<file path="src/rtl/vc_demux3_queue_sd.sv">
// rtl/vc_demux3_queue_sd.sv - 1-to-3 val/rdy demux with 2-entry domain-tagged FIFO per lane
module vc_demux3_queue_sd #(
    parameter int p_nbits = 1
) (
    input  logic               clk,
    input  logic               reset,
    input  logic [1:0]         domain,
    input  logic               in_val,
    output logic               in_rdy,
    input  logic [1:0]         in_sel,
    input  logic [p_nbits-1:0] in_msg,
    output logic               out0_val,
    input  logic               out0_rdy,
    output logic [p_nbits-1:0] out0_msg,
    output logic [1:0]         out0_domain,
    output logic               out1_val,
    input  logic               out1_rdy,
    output logic [p_nbits-1:0] out1_msg,
    output logic [1:0]         out1_domain,
    output logic               out2_val,
    input  logic               out2_rdy,
    output logic [p_nbits-1:0] out2_msg,
    output logic [1:0]         out2_domain,
    output logic               sel_err
);

    logic [1:0]         count   [3];
    logic               enq_ptr [3];
    logic               deq_ptr [3];
    logic [p_nbits-1:0] msg_q   [3][2];
    logic [1:0]         dom_q   [3][2];

    logic [2:0]         lane_val;
    logic [2:0]         lane_rdy;
    logic [2:0]         enq;
    logic [2:0]         deq;
    logic [p_nbits-1:0] head_msg [3];
    logic [1:0]         head_dom [3];

    assign lane_rdy = {out2_rdy, out1_rdy, out0_rdy};

    // Ready depends only on the selected lane's count, never on the consumer side.
    always_comb begin
        in_rdy = 1'b1;
        case (in_sel)
            2'd0:    in_rdy = (count[0] != 2'd2);
            2'd1:    in_rdy = (count[1] != 2'd2);
            2'd2:    in_rdy = (count[2] != 2'd2);
            default: in_rdy = 1'b1;
        endcase
    end

    always_comb begin
        for (int i = 0; i < 3; i++) begin
            lane_val[i] = (count[i] != 2'd0);
            enq[i]      = in_val && in_rdy && (in_sel == i[1:0]);
            deq[i]      = lane_val[i] && lane_rdy[i];
            // Empty lanes drive zeros so no stale payload or label escapes.
            head_msg[i] = lane_val[i] ? msg_q[i][deq_ptr[i]] : '0;
            head_dom[i] = lane_val[i] ? dom_q[i][deq_ptr[i]] : 2'd0;
        end
    end

    always_ff @(posedge clk or negedge reset) begin
        if (!reset) begin
            for (int i = 0; i < 3; i++) begin
                count[i]   <= 2'd0;
                enq_ptr[i] <= 1'b0;
                deq_ptr[i] <= 1'b0;
            end
            sel_err <= 1'b0;
        end else begin
            for (int i = 0; i < 3; i++) begin
                if (enq[i])
                    enq_ptr[i] <= ~enq_ptr[i];
                if (deq[i])
                    deq_ptr[i] <= ~deq_ptr[i];
                case ({enq[i], deq[i]})
                    2'b10:   count[i] <= count[i] + 2'd1;
                    2'b01:   count[i] <= count[i] - 2'd1;
                    default: count[i] <= count[i];
                endcase
            end
            sel_err <= in_val && (in_sel == 2'd3);
        end
    end

    // Payload storage needs no reset: it is only observable through a nonzero count.
    always_ff @(posedge clk) begin
        for (int i = 0; i < 3; i++) begin
            if (enq[i]) begin
                msg_q[i][enq_ptr[i]] <= in_msg;
                dom_q[i][enq_ptr[i]] <= domain;
            end
        end
    end

    assign out0_val    = lane_val[0];
    assign out0_msg    = head_msg[0];
    assign out0_domain = head_dom[0];
    assign out1_val    = lane_val[1];
    assign out1_msg    = head_msg[1];
    assign out1_domain = head_dom[1];
    assign out2_val    = lane_val[2];
    assign out2_msg    = head_msg[2];
    assign out2_domain = head_dom[2];

endmodule

</file>
<file path="config.mk">
export PLATFORM = sky130hd
export DESIGN_NAME = vc_demux3_queue_sd
export DESIGN_NICKNAME = d
export VERILOG_FILES = /design/src/rtl/vc_demux3_queue_sd.sv
export SDC_FILE = /design/constraint.sdc
export NUM_CORES = 1
export LEC_CHECK = 0
export ABC_CLOCK_PERIOD_IN_PS = 5200
export CAP_MARGIN = 20
export CORE_UTILIZATION = 50
export CTS_CLUSTER_SIZE = 25
export DETAILED_ROUTE_END_ITERATION = 8
export PLACE_DENSITY = 0.77
export SYNTH_ARGS = -nofsm -noshare
export SYNTH_HDL_FRONTEND = slang
export SYNTH_SLANG_ARGS = --single-unit
export TNS_END_PERCENT = 30
</file>
<file path="constraint.sdc">
create_clock -name clk -period 5.2 [get_ports clk]
set_input_delay 1.04 -clock clk [delete_from_list [all_inputs] [get_ports clk]]
set_output_delay 1.04 -clock clk [all_outputs]
set_load 0.05 [all_outputs]
</file>
# ---- Word level (Yosys, flattened, before mapping)
# Memories as Yosys holds them, arrays and structs flattened.
# Index checks and enable logic that the tools add are counted.
# Widths: inputs -> output; s select.
dict set report op_classes {
  n_addsub 6
  order_cmp 9
  eq_ne 12
  muxes 61
  bitwise_logic 12
  n_reduce_logical 22
}
# op count
set op_table {}
lappend op_table {{$mux 2} 26}
lappend op_table {{$mux 4} 7}
lappend op_table {{$mux 1} 18}
lappend op_table {{$ge 2x2->1 const B} 6}
lappend op_table {{$not 1->2} 6}
lappend op_table {{$pmux 2 s2} 3}
lappend op_table {{$reduce_bool 2->1} 6}
lappend op_table {{$logic_and 1x1->1} 11}
lappend op_table {{$eq 2x2->1 const B} 5}
lappend op_table {{$eq 2x1->1 const B} 4}
lappend op_table {{$reduce_or 4->1} 2}
lappend op_table {{$add 2x1->2 const B} 3}
lappend op_table {{$demux 2 s1} 3}
lappend op_table {{$lt 2x1->1 const B} 3}
lappend op_table {{$ne 2x2->1 const B} 3}
lappend op_table {{$not 1->1} 6}
lappend op_table {{$sub 2x1->2 const B} 3}
lappend op_table {{$reduce_or 2->1} 2}
lappend op_table {{$demux 1 s1} 3}
lappend op_table {{$pmux 1 s3} 1}
lappend op_table {{$logic_not 2->1} 1}
dict set report totals {
  ff_bits 13
  ramBits 18
  in_bits 11
  out_inout_bits 14
  wordCells 134
  memories 2
}
# name depth word_bits read_ports rd_ports_with_merged_regs wr line_no
set mem_list {}
lappend mem_list {dom_q 3 4 3 0 1 31} ;# logic [1:0] dom_q [3][2];
lappend mem_list {msg_q 3 2 3 0 1 30} ;# logic [p_nbits-1:0] msg_q [3][2];

# ---- Longest topological paths before layout
dict set report logic_depth {
  depth_word 9
  ltp_mapped 10
  depth_no_buf 10
}

# ---- Worst setup path after synthesis
# No wires, ideal clock.
dict set report synth_timing {
  path_type {input -> output}
  from {in in_sel[1]}
  to {out in_rdy}
  arrival_ns 2.182
  required_ns 4.160
  slack_ns 1.978
  cell_stages 5
  path_buffers 0
  path_cell_list {inv_1 ha_1 a22o_1 a211o_1 nand2_1}
}
dict set report synth_via {
  elab_chain_len 2
  elab_cells_between_ends 4
  classes_between {eq/ne: 2; mux: 1; reduce/logical: 1}
}
# element line_no
set synth_lines {}
lappend synth_lines {{start: declaration} 10} ;# input logic [1:0] in_sel,
lappend synth_lines {{$eq 2x2->1, or another cell as far along} 45} ;# case (in_sel)
lappend synth_lines {{$pmux 1 s3 *} 45}
lappend synth_lines {{end: declaration} 9} ;# output logic in_rdy,
# Every way passes the cells marked *; elsewhere a longest branch is shown, timed or not.

# ---- Worst setup path after layout
# Same ends and word-level chain as after synthesis.

==> summary.txt <==
Outcome -> complete, no violations
Clock Tree Root -> clkbuf_4
Cells along the critical path -> clkdlybuf4s50_1 > inv_1 > ha_1 > a22o_1 > a211o_1 > nand2_1 > clkdlybuf4s50_1
Clock Sinks -> 31
Remaining Overflow, GRT -> 0
Number of remaining DRC errors -> 0
Die W -> 55.5 um
Setup Crit Path Kind -> in -> out
Crit path time final -> 4370 ps
Drt pass-1 iters -> 3
Total track usage -> 0.192
Clock Path Buffers -> 2
Clk pin slew, worst setup/hold paths -> 80 ps
Max-slew violation count -> 0
Commonest non-fill, non-tap cell in the layout -> clkdlybuf4s50_1
Die ar. -> 3080 um2
Final period utilization -> 0.841
Setup violators final -> 0
Cell type with the highest aggregate area in the netlist -> edfxtp_1
Starting Density -> 0.523
Pwr/cell area -> 593 nW/um2
Crit path launch type -> input pin
Pleak -> 0.739 nW
CP Capture Type -> output port
Fill count -> 216
DRT antenna net count -> 0
First-pass GRT wire length -> 4290 um
ANT cells -> 0
Synth unique cells -> 21
Post-synth top area share -> 0.378
Initial DRC count -> 8
Max-cap violations -> 0
Worst EP required -> 4160 ps
Syn Inst Count -> 111
CP most frequent cell -> clkdlybuf4s50_1
Slowest cell on crit path -> clkdlybuf4s50_1
Hold WC Path Type -> reg -> reg
Setup bufs post-CTS -> 0
Clock Latency Late Sink -> 340 ps
Hold_buf cts -> 0
Via count -> 877
Final Hold Viols -> 0
Largest cells by area after synthesis -> edfxtp_1, dfrtp_1, mux2i_1
Slew HR -> 0.586
Post-Syn Nets -> 129
Post_cts resized -> 0
Yosys warns -> 0
Number of global-route vias before repair -> 924
Crit path DAT -> 3330 ps
Power, Total -> 1.05 mW
Post-Route Skew -> 10.5 ps
Slowest stage delay, CP -> 810 ps
H-tree levels -> 2
GPL Wtd Cong -> 0.772
Layout net count -> 157
Die Height -> 55.5 um
RSZ-0062 raised after global routing -> no
Setup Total Neg Slack -> 0 ps
Synthesized area -> 1430 um2
VDD IR-drop max -> 0.000500 V
Worst Tran Pin Value -> 619 ps
Total Routed Length -> 2500 um
Total CTS buffers -> 5
I/O Pins -> 25
DPL Wire Length -> 1880 um
Post-synthesis register bit count -> 31
Layout area overhead -> 24.1%
PortBufs -> 24
Max Fanout on Critical Path -> 4
Pin count of the biggest net entering global routing -> 14
Layout cells sized above 1 -> 0.0786
CTS tree -> built
Post-synthesis area per instance -> 12.9 um2
Core Region -> 2730 um2
Antenna violations before repair -> 0
Routed len/inst -> 14.6 um
Commonest non-fill, non-tap cells in the layout -> clkdlybuf4s50_1, edfxtp_1, nor2_1
Sequential fraction of the synthesis area -> 0.606
Vias/cell -> 5.13
Rows -> 19
FMAX -> 229 MHz
-- Yosys cell counts --
master    number
a211o_1        1
a21oi_2        2
a21oi_1        2
nor4bb_1       1
inv_1          8
xnor2_1        6
xnor2_2        1
edfxtp_1      18
mux2i_1        9
a22o_1         1
nand2b_1       1
nor2b_1        5
a21bo_2        1
and3_1         1
ha_1           7
clkbuf_1       3
nor2_1        16
xor2_1         8
nand2_1        3
dfrtp_1       13
and2_1         4
-- metal layers --
layer  GRT usage  part of all wire  vias up
li1            -                 -      424
met1       0.211              0.41      425
met2       0.324              0.52       20
met3      0.0796             0.047        8
met4      0.0857             0.023        0
met5           0                 0        -
-- flip-flops by register name (all words and copies together), names as in the netlist --
signal	flops
deq_ptr	3
enq_ptr	3
count	6
msg_q	6
dom_q	12
sel_err	1
-- per-stage QoR --
stage	hold slack (ps)	cell area (um2)	utilization	instances	setup WS, ps
floorplan	455	1430	-	111	1980
global placement	472	1700	0.621	163	894
finish	492	1770	0.649	171	825
detailed placement	477	1700	0.621	163	858
global route	507	1770	0.649	171	698
CTS	491	1770	0.649	171	812
-- area by class of cell --
| class | instances | area [um2] | area share |
|---|---|---|---|
| Inverter | 8 | 30.0 | 0.0169 |
| Tap cell | 31 | 38.8 | 0.0219 |
| Multi-Input combinational cell | 69 | 522 | 0.294 |
| Clock inverter | 3 | 38.8 | 0.0219 |
| Timing Repair Buffer | 24 | 240 | 0.135 |
| Sequential cell | 31 | 866 | 0.488 |
| Clock buffer | 5 | 37.5 | 0.0212 |
-- critical path, delay by kind of cell --
kind	cells	cell delay, ps
fa+ha+maj	1	220
simple gates	1	110
buf+inv	3	1380
compound gates	2	580
-- worst paths after layout --
path | from | end | slack, ps | cells after the start
max | in_sel[1] | in_rdy | 830 | 7
min | enq_ptr[2] | enq_ptr[2] | 490 | 1
max reg2reg | count[3] | count[5] | 3180 | 8
min reg2reg | enq_ptr[2] | enq_ptr[2] | 490 | 1
max in group asynchronous | reset | enq_ptr[1] | 3710 | 1
min in group asynchronous | reset | deq_ptr[2] | 1080 | 1
-- cells by family after synthesis --
family          Yosys count  synth area share
compound gates            7            0.0385
flops                    31             0.606
buf+inv                  11            0.0289
mux                       9            0.0630
xor+xnor                 15            0.0972
simple gates             31             0.105
fa+ha+maj                 7            0.0613
-- power breakdown --
part | internal [mW] | switching (mW)
Combinational | 0.189 | 0.294
Sequential | 0.320 | 0.0685
Clock | 0.0987 | 0.0812
Total | 0.608 | 0.443
(Power assumes the default switching activity.)
